[src/rtl/mc_sequencer.sv]
// Program sequencer: PC, JMP/RTN return stack, post-RTN skip, and address region decode (option: MC_SEQ_CIRCULAR_STACK_EN).
// Latency: pc/skip/depth/stack_err registered, one cycle after the sampling edge; region decode is combinational.
// Backpressure: advance=0 freezes all state; decode keeps following address_in.
module mc_sequencer #(
  parameter int ADDR_WIDTH  = 12,
  parameter int STACK_DEPTH = 4,
  parameter int INPUT_SIZE  = 5,
  parameter int OUTPUT_SIZE = 5,
  localparam int DW = $clog2(STACK_DEPTH + 1),
  localparam int IW = (STACK_DEPTH > 1) ? $clog2(STACK_DEPTH) : 1
) (
  input  logic                  clk,
  input  logic                  reset,
  input  logic                  advance,
  input  logic                  jmp,
  input  logic                  rtn,
  input  logic [ADDR_WIDTH-1:0] address_in,
  output logic [ADDR_WIDTH-1:0] pc,
  output logic                  skip,
  output logic [DW-1:0]         depth,
  output logic                  stack_err,
  output logic                  rr_sel,
  output logic                  io_sel,
  output logic                  ram_sel
);

  localparam logic [ADDR_WIDTH-1:0] IO_LIMIT = ADDR_WIDTH'(INPUT_SIZE + OUTPUT_SIZE);
  localparam logic [DW-1:0]         FULL     = DW'(STACK_DEPTH);

  logic [ADDR_WIDTH-1:0] stack_mem [STACK_DEPTH];
  logic [ADDR_WIDTH-1:0] pc_inc;
  logic [ADDR_WIDTH-1:0] pc_nxt;
  logic                  skip_nxt;
  logic [DW-1:0]         depth_nxt;
  logic                  err_nxt;
  logic                  push_en;
  logic [IW-1:0]         push_idx;
  logic [IW-1:0]         pop_idx;
`ifdef MC_SEQ_CIRCULAR_STACK_EN
  logic                  push_shift;
`endif

  always_comb begin
    rr_sel  = 1'b0;
    io_sel  = 1'b0;
    ram_sel = 1'b0;
    if (address_in == '1)
      rr_sel = 1'b1;
    else if (address_in < IO_LIMIT)
      io_sel = 1'b1;
    else
      ram_sel = 1'b1;
  end

  assign pc_inc   = pc + 1'b1;
  assign push_idx = depth[IW-1:0];
  assign pop_idx  = IW'(depth - 1'b1);

  // Priority: pending skip, then jmp, then rtn, then sequential fetch.
  always_comb begin
    pc_nxt    = pc;
    skip_nxt  = skip;
    depth_nxt = depth;
    err_nxt   = stack_err;
    push_en   = 1'b0;
`ifdef MC_SEQ_CIRCULAR_STACK_EN
    push_shift = 1'b0;
`endif
    if (advance) begin
      if (skip) begin
        pc_nxt   = pc_inc;
        skip_nxt = 1'b0;
      end else if (jmp) begin
        pc_nxt = address_in;
        if (depth != FULL) begin
          push_en   = 1'b1;
          depth_nxt = depth + 1'b1;
        end else begin
`ifdef MC_SEQ_CIRCULAR_STACK_EN
          push_shift = 1'b1;
`else
          err_nxt = 1'b1;
`endif
        end
      end else if (rtn) begin
        skip_nxt = 1'b1;
        if (depth != '0) begin
          pc_nxt    = stack_mem[pop_idx];
          depth_nxt = depth - 1'b1;
        end else begin
          pc_nxt  = pc_inc;
          err_nxt = 1'b1;
        end
      end else begin
        pc_nxt = pc_inc;
      end
    end
  end

  always_ff @(posedge clk or negedge reset) begin
    if (!reset) begin
      pc        <= '0;
      skip      <= 1'b0;
      depth     <= '0;
      stack_err <= 1'b0;
    end else begin
      pc        <= pc_nxt;
      skip      <= skip_nxt;
      depth     <= depth_nxt;
      stack_err <= err_nxt;
    end
  end

  // Stack contents need no reset: depth alone says what is valid.
  always_ff @(posedge clk) begin
    if (push_en)
      stack_mem[push_idx] <= pc_inc;
`ifdef MC_SEQ_CIRCULAR_STACK_EN
    if (push_shift) begin
      for (int i = 0; i < STACK_DEPTH - 1; i++)
        stack_mem[i] <= stack_mem[i+1];
      stack_mem[STACK_DEPTH-1] <= pc_inc;
    end
`endif
  end

endmodule

[config.mk]
export PLATFORM = sky130hd
export DESIGN_NAME = mc_sequencer
export DESIGN_NICKNAME = d
export VERILOG_FILES = /design/src/rtl/mc_sequencer.sv
export SDC_FILE = /design/constraint.sdc
export NUM_CORES = 1
export LEC_CHECK = 0
export CORE_MARGIN = 8
export CORE_UTILIZATION = 40
export DETAILED_ROUTE_END_ITERATION = 12
export PLACE_DENSITY = 0.75
export SYNTH_ARGS = -nofsm -noshare
export SYNTH_HDL_FRONTEND = slang
export SYNTH_SLANG_ARGS = --single-unit
[constraint.sdc]
create_clock -name clk -period 2.3 [get_ports clk]
set_clock_uncertainty 0.1 [all_clocks]
set_input_delay 0.46 -clock clk [delete_from_list [all_inputs] [get_ports clk]]
set_output_delay 0.46 -clock clk [all_outputs]
set_load 0.005 [all_outputs]
[Yosys cells after proc, flatten, opt, wreduce, memory -nomap -nowiden]
Memory sizes are Yosys's and may differ from the RTL's.
Cells that the tools add are included.
W data, S select, Z words.
Operators by class
  add/subtract/negate cells: 3
  $lt $le $gt $ge: 1
  eq/ne operators: 5
  mux-type cells: 26
  bitwise gates (word level): 1
  reduce and logical (&&, ||, !) cells: 5
Operators with widths (number)
  $mux W12: 4
  $mux W1: 18
  $add A12 B1 Y12 const B: 1
  $eq A12 B12 Y1 const B: 1
  $lt A12 B4 Y1 const B: 1
  $mux W3: 4
  $reduce_and A5 Y1: 2
  $ne A2 B2 Y1 const B: 2
  $reduce_bool A2 Y1: 2
  $add A3 B1 Y3 const B: 1
  $ne A3 B3 Y1 const B: 1
  $reduce_bool A3 Y1: 1
  $sub A3 B1 Y3 const B: 1
  $ne A2 B1 Y1 const B: 1
  $not A1 Y1: 1
Storage, ports and cells
  register bits after elaboration: 17
  RAM bits: 48
  output and inout port bits: 20
  logic and storage cells: 46
  memories: 1
Memory list
  stack_mem: depth 4, bits a word 12, rd ports 1, clocked after Yosys merged registers in 0, wr ports 1, RTL line 30  | logic [ADDR_WIDTH-1:0] stack_mem [STACK_DEPTH];

[Longest topological paths before layout]
Gate-level depths: netlist of the first run.
  depth in word-level cells: 7
  depth in mapped cells: 8
  mapped depth without buffers: 6

[Worst setup path after synthesis of the first run]
OpenSTA, ideal clock, no wires.
  kind: register to register
  from: reg depth[0]
  to: reg pc[10]
  arrival: 2.173 ns
  setup slack: -0.107 ns
  cell stages (with the launch flop): 8
  buffers on the path: 2
  period minus slack after synthesis: 2.407 ns
  cells stage by stage: dfrtp_1 > buf_6 > inv_1 > ha_1 > buf_1 > mux4_2 > a222oi_1 > o21ai_1
Between the ends
  word-level cells in the longest chain between the ends: 6
  elaborated cells between the ends (all ways): 7
  those cells by class: 1 x add/sub; 4 x mux; 1 x reduce/logical; 1 x memory
Ends and longest elaborated chain
  start: declaration: RTL line 20  | output logic [DW-1:0] depth,
  start signal: assignment: RTL line 109  | depth <= depth_nxt;
  $sub A3 B1 Y3
  $mem_v2 Z4 W12
  $mux W12 *: RTL line 87  | if (depth != '0) begin
  $mux W12 *: RTL line 85  | end else if (rtn) begin
  $mux W12 *: RTL line 73  | end else if (jmp) begin
  $mux W12 *: RTL line 70  | if (skip) begin
  end signal: assignment: RTL line 107  | pc <= pc_nxt;
  end: declaration: RTL line 18  | output logic [ADDR_WIDTH-1:0] pc,
Mark *: on every way between the ends. The rest lies on a longest branch, timed or not.
A chain may end at the register's enable or synchronous reset.

[Final worst setup path of the first run]
  from: in address_in[2]
  to: out ram_sel
Between the ends
  word-level cells in the longest chain between the ends: 3
  elaborated cells between the ends (all ways): 4
  those cells by class: 1 x order compare; 1 x eq/ne; 2 x mux
Ends and longest elaborated chain
  start: declaration: RTL line 17  | input logic [ADDR_WIDTH-1:0] address_in,
  $lt A12 B4 Y1: RTL line 49  | else if (address_in < IO_LIMIT)
  $mux W1: RTL line 49
  $mux W1 *: RTL line 47  | if (address_in == '1)
  end: declaration: RTL line 24  | output logic ram_sel
Marks and branches as above.

==> results of run 1 <==
## Yosys cell counts (all sizes together), types with 6 or more instances
| cell type | n | area (um^2) |
|---|---|---|
| a222oi | 6 | 60.1 |
| dfrtp | 17 | 425 |
| edfxtp | 48 | 1440 |
| ha | 6 | 75.1 |
| inv | 8 | 30.0 |
| mux4 | 12 | 285 |
| nand2 | 7 | 26.3 |
| nand2b | 6 | 37.5 |
| nor2 | 9 | 36.3 |
| nor3 | 6 | 35.0 |
| nor4 | 7 | 43.8 |
| o21ai | 12 | 60.1 |
| xnor2 | 6 | 52.6 |
| xor2 | 7 | 61.3 |
## registers in the layout, indices dropped and copies added, names as in the netlist
signal / count
depth: 3
pc: 12
skip: 1
stack_err: 1
stack_mem: 48
## cell families after synthesis
group	count (synthesis)	share of synthesized area, %
XOR/XNOR	13	3.81
adder cells (fa/ha/maj)	6	2.51
AO/OA/AOI/OAI	31	7.41
buffers and inverters	15	2.18
AND/OR/NAND/NOR	59	11.1
flip-flops	65	62.5
multiplexers	15	10.5
## path summary, 6_finish.rpt
check / endpoint / cells after the start / start
worst min register to register: stack_err / 1 / stack_err
worst min-delay path: depth[0] / 2 / reset
max in group asynchronous: pc[3] / 2 / reset
worst max register to register: pc[5] / 6 / depth[1]
min in group clk: stack_err / 1 / stack_err
worst max-delay path: ram_sel / 5 / address_in[2]
## per-stage QoR
stage          cells  total power, mW  setup WS [ns]  setup TNS (ns)  hold WS (ns)
2_1_floorplan    204             2.62         0.0651               0        0.0644
3_3_place_gp     355             3.30         -0.165          -0.478         0.347
3_5_place_dp     355             3.34         -0.279          -0.700         0.369
4_1_cts          371             4.14         0.0192               0         0.349
5_1_grt          372             4.33         0.0145               0         0.379
6_report         372             4.09         0.0851               0         0.361
## routing by layer
layer  wire (um)  up-vias  part of all wire [%]  track usage (%)
met2        3670       52                    50             23.5
li1            -      944                     -                -
met4         121        0                   1.6             8.24
met5           0        -                     0                0
met1        3120     1012                    43             18.9
met3         425       12                   5.8             4.02
## critical path, stage by stage
cell and delay, ns:
clkdlybuf4s50_1 0.54, nand4_1 0.15, nor3_2 0.17, nor2_1 0.07, dlygate4sd2_1 0.27
## power groups by stage
stage | clock network [mW] | logic, mW | registers (mW)
floorplan | 0 | 0.874 | 1.75
global placement | 0 | 1.53 | 1.78
detailed placement | 0 | 1.56 | 1.79
CTS | 0.811 | 1.56 | 1.76
global route | 0.865 | 1.67 | 1.79
finish | 0.791 | 1.54 | 1.76
## timing repair
action / CTS / global route
hold endpoints to repair: 0 / 0
endpoints found under the setup margin: 3 / 1
pin swaps: 3 / 3
gates resized for setup: 11 / 3
## layout by cell type (no fill, tap or decap), drive strengths merged, types with 3 or more instances in the layout
cell type	Yosys	routed
nand4	5	5
edfxtp	48	48
clkdlybuf4s50	0	26
mux4	12	12
and3	4	4
nand2	7	7
inv	8	8
ha	6	6
xnor2	6	6
nor3	6	6
o21ai	12	12
and2	4	4
nand3	5	5
clkinv	1	3
mux2i	3	3
nor2	9	9
clkbuf	3	14
nor4	7	7
dfrtp	17	17
xor2	7	7
dlygate4sd2	0	8
nand2b	6	6
buf	3	22
a222oi	6	6
## layout make-up
type	instances	share of cell area, %
diodes	1	0.0652
clock buffers	14	3.72
clock inverters	2	0.261
inverters	9	0.880
multi-input cells	124	28.0
flip-flops and latches	65	48.6
well taps	99	3.23
repair buffers	58	15.2
==> results.json, run 1 <==
{
  "outcome": "finished, final reports clean",
  "totalWireLength_um": 7340,
  "first_global_vias": 2092,
  "post-cts-setup-buffers": 0,
  "tightest_slew_ns": 0.650,
  "netlist-cell-type-count": 40,
  "syn_area_mm2": 0.00299,
  "seqPwrFrac_pct": 43.1,
  "required_ns": 1.74,
  "min_path_type": "primary input to asynchronous set/reset pin",
  "ys_seq_area_share_pct": 62.5,
  "dr.pass1.iters": 4,
  "grt_pass1_wl_um": 11400,
  "power.switching_mw": 1.33,
  "h-tree-depth": 3,
  "cts_buffer_depth": 2,
  "power_density_mw_per_mm2": 1070,
  "drv_cap": 0,
  "antenna_found_initial": 1,
  "final_core_util_pct": 52.9,
  "cp-end-kind": "output pin",
  "maxSlewViolCount": 0,
  "core_area_mm2": 0.00725,
  "hold_viol": 0,
  "syn2layout_area_growth_pct": 28.4,
  "cts_tree": "built",
  "critPathMaxFanout": 3,
  "detail_route.iter0.violations": 174,
  "grt_use_total_pct": 15.2,
  "via_count": 2020,
  "num_rows": 31,
  "die_y_um": 102,
  "ys_seq_elements": 65,
  "p_clk_share_pct": 19.3,
  "internal_power_mw": 2.77,
  "cts_inserted_buffers": 9,
  "wl_per_cell_um": 19.7,
  "syn_nets": 227,
  "grt.overflow.total": 0,
  "seq_area_mm2": 0.00187,
  "swShare_pct": 32.4,
  "fmaxAchievable_mhz": 451,
  "timing_worst_setup_path_type": "primary input to output pin",
  "ys_warn_count": 0,
  "async_reset_ff_share_pct": 26.2,
  "die-area_mm2": 0.0105,
  "initial_utilization_pct": 41.2,
  "post-route-period-util_pct": 96.3,
  "stdcell_area_mm2": 0.00384,
  "clock_sinks": 65,
  "worst_slew_margin_rel_pct": 56.5,
  "ant_nets": 0,
  "period_needed_ns": 2.21,
  "rsz0062_at_grt": "false",
  "clock_latency_ns": 0.34,
  "r2r_slack_ns": 0.17,
  "io_pins": 37,
  "via_per_inst": 5.43,
  "drc_errors": 0,
  "place_congestion": 0.827,
  "grt_max_degree": 18,
  "drive_gt1_share_pct": 16.9,
  "io_buffers": 36,
  "critPathArrivalTime_ns": 1.65,
  "dpl_cell_area_mm2": 0.00367,
  "fin_nets": 290,
  "cts-root-buf": "clkbuf_8",
  "synth_ff_type": "edfxtp_1",
  "dpl.hpwl_um": 5150,
  "holdBufCountCts": 0,
  "multi_input_area_mm2": 0.00107,
  "combPwrFrac_pct": 37.6,
  "setup_viol": 0,
  "synth_area_per_cell_um2": 14.7,
  "netlist_instances": 204,
  "power.leakage_nw": 1.44,
  "start_kind": "primary input",
  "synth_edf_count": 48,
  "ir_worst_vdd_v": 0.000305,
  "die_w_um": 102,
  "path_clk_slew_ns": 0.07,
  "fillCellCount": 626
}
Power figures use the tool's default switching activity.
==> run 2, diff against run 1 <==
--- a/config.mk
+++ b/config.mk
@@ -5,10 +5,11 @@
 export SDC_FILE = /design/constraint.sdc
 export NUM_CORES = 1
 export LEC_CHECK = 0
+export ABC_AREA = 1
 export CORE_MARGIN = 8
-export CORE_UTILIZATION = 40
+export CORE_UTILIZATION = 51
 export DETAILED_ROUTE_END_ITERATION = 12
-export PLACE_DENSITY = 0.75
+export PLACE_DENSITY = 0.88
 export SYNTH_ARGS = -nofsm -noshare
 export SYNTH_HDL_FRONTEND = slang
 export SYNTH_SLANG_ARGS = --single-unit
==> run 2 against run 1 <==
Net effect:
- fmax is 0.31% higher
- register-to-register slack better by 0.25 ns
- hold slack worse by 0.018 ns
- critical path depth increased by 1
- synthesized cell count rose by 68%
- wire length increased by 11%
- via count increased by 32%
- die area decreased by 11%
- sequential power shrank 3%
==> results.json, run 2 <==
{
  "period_needed_ns": 2.21,
  "cpPeakStageDelay_ns": 0.50,
  "cts_buffer_depth": 2,
  "dpl.hpwl_um": 5660,
  "totalWireLength_um": 8120,
  "place_congestion": 0.906,
  "antenna_found_initial": 0,
  "maxUsedRoutingLayer": "met4",
  "drv_cap": 0,
  "drc_errors": 0,
  "cts_inserted_buffers": 9,
  "preCtsSetupSlack_ns": -0.254,
  "grt_max_degree": 30,
  "p_total_mw": 4.57,
  "yosys-mux-area-fraction_pct": 0,
  "synth_edf_count": 48,
  "die_y_um": 96.5,
  "path_clk_slew_ns": 0.07,
  "critPathMaxFanout": 2,
  "async_reset_ff_share_pct": 26.2,
  "yosys.area_share.simple_pct": 23.1,
  "whs_ns": 0.344,
  "dp.cells": 467,
  "netlist-cell-type-count": 36,
  "largest-register": "stack_mem",
  "synth_common_cells": "nand2_1, edfxtp_1, inv_1, nand3_1, nor2_1",
  "tightest_slew_ns": 0.390,
  "synth_top_area_share_pct": 43.6,
  "wl_met3_um": 513,
  "synthTopCellsByArea": "edfxtp_1, dfrtp_1, nand2_1, nand3_1, inv_1",
  "r2r_cells": 6,
  "m1WireLength_um": 3260,
  "largest_register_ffs": 48,
  "dr.pass1.iters": 5,
  "yosys.area.top_type": "edfxtp_1",
  "setup_viol": 0,
  "ys_warn_count": 0,
  "fin_ws_ns": 0.0920,
  "post-cts-setup-buffers": 0,
  "syn_area_mm2": 0.00330,
  "final_common_cell": "nand2_1",
  "hold_viol": 0,
  "synth_ff_type": "edfxtp_1",
  "synth_top_family_by_area": "simple AND/OR/NAND/NOR gates",
  "fin_cells": 483,
  "ys_seq_area_share_pct": 56.5,
  "power_density_mw_per_mm2": 1110,
  "grt.overflow.total": 0,
  "min_path_type": "primary input to asynchronous set/reset pin",
  "clock_latency_ns": 0.34,
  "synth_compound_area_share_pct": 8.18,
  "synth.most_common_cell": "nand2_1",
  "via_count": 2665,
  "start_kind": "primary input",
  "initial_utilization_pct": 52.3,
  "holdBufCountCts": 0,
  "synth_xor_area_share_pct": 2.61,
  "n_antenna_cell": 0,
  "first_global_vias": 2690,
  "syn2layout_area_growth_pct": 24.2,
  "cts_tree": "built",
  "multi_input_area_mm2": 0.00121,
  "core_area_mm2": 0.00631,
  "worst_slew_margin_rel_pct": 73.9,
  "required_ns": 1.74,
  "fin_nets": 424,
  "outcome": "finished, final reports clean",
  "wl_met2_um": 4210,
  "final_cell_mix": "nand2_1, edfxtp_1, inv_1, nand3_1, nor2_1",
  "power.leakage_nw": 1.75,
  "syn_nets": 366,
  "critPathSlowestCell": "clkdlybuf4s50_1",
  "via_per_inst": 5.52,
  "ant_nets": 0,
  "fmaxAchievable_mhz": 453,
  "netlist_instances": 343,
  "fillCellCount": 475,
  "die_w_um": 96.5,
  "drive_gt1_share_pct": 15.5,
  "clock_sinks": 65,
  "detail_route.iter0.violations": 280,
  "setup_tns_ns": 0,
  "io_pins": 37,
  "post-route-period-util_pct": 96.0,
  "ys_seq_elements": 65,
  "maxSlewViolCount": 0,
  "worstPathCellList": "clkdlybuf4s50_1, nand4_1, nand3b_1, o21ai_1, inv_1, dlygate4sd2_1",
  "wl_per_cell_um": 16.8,
  "grt_use_total_pct": 18.8,
  "rsz0062_at_grt": "false",
  "seq_area_mm2": 0.00187,
  "grt_pass1_wl_um": 13100,
  "synth_area_per_cell_um2": 9.63,
  "num_rows": 29,
  "synth_fa_ha_area_share_pct": 2.27,
  "critPathArrivalTime_ns": 1.65,
  "h-tree-depth": 3,
  "ir_worst_vdd_v": 0.00104,
  "cts-root-buf": "clkbuf_8",
  "io_buffers": 36,
  "timing_worst_setup_path_type": "primary input to output pin",
  "reg_top3": "stack_mem x48, pc x12, depth x3",
  "die-area_mm2": 0.00931,
  "cp-end-kind": "output pin"
}
-- run 2: cell types whose count changed in the layout (fill, tap and decap cells not counted), sizes merged, moves of 5 or more --
cell    delta
nor2      +23
nor4       -5
nand3     +26
inv       +32
a222oi     -6
o21ai     +21
mux4      -12
xnor2      -5
a21oi      +9
nand2b     -6
nand2     +76
-- run 2: worst paths after layout --
path | startpoint | end | slack (ns)
setup / recovery | address_in[0] | ram_sel | 0.09
min in group clk | stack_err | stack_err | 0.38
setup reg to reg | pc[0] | stack_mem[1][8] | 0.42
hold reg to reg | stack_err | stack_err | 0.38
max in group asynchronous | reset | pc[4] | 1.54
hold / removal | reset | pc[2] | 0.34
-- run 2: repair_timing --
item	CTS	global route
resized for setup	10	4
cloned	0	0
setup endpoints to repair	3	2
pin swaps	4	6
-- run 2: final cells by class --
type,count,share of cell area (%)
sequential,65,45.5
multi-input combinational,225,29.6
timing repair buffer,58,13.4
clock buffer,12,4.06
inverter,42,3.87
tap,77,2.35
clock inverter,4,1.22
-- run 2: cell families after synthesis --
| group | Yosys count |
|---|---|
| AO/OA/AOI/OAI | 51 |
| AND/OR/NAND/NOR | 159 |
| flip-flops | 65 |
| XOR/XNOR | 9 |
| buffers and inverters | 53 |
| adder cells (fa/ha/maj) | 6 |
-- run 2: per-layer routing --
metal / GRT usage (%) / up-vias
li1: - / 1255
met1: 22.7 / 1279
met2: 31.7 / 118
met3: 4.48 / 13
met4: 7.57 / 0
met5: 0 / -
-- run 2: where the power goes --
group | internal, mW | switching (mW)
combinational | 0.701 | 1.14
clock | 0.594 | 0.424
sequential | 1.55 | 0.158
total | 2.84 | 1.72
-- run 2: stage by stage --
stage	area (um^2)	utilization, %
finish	4100	65.0
global placement	3870	61.3
floorplan	3300	-
global route	4100	65.0
CTS	4090	64.8
detailed placement	3870	61.3
-- run 2: worst max-delay path: cells and delay by family --
family | cells | cell delay, ns
buffers and inverters | 3 | 0.80
AND/OR/NAND/NOR | 2 | 0.30
AO/OA/AOI/OAI | 1 | 0.08
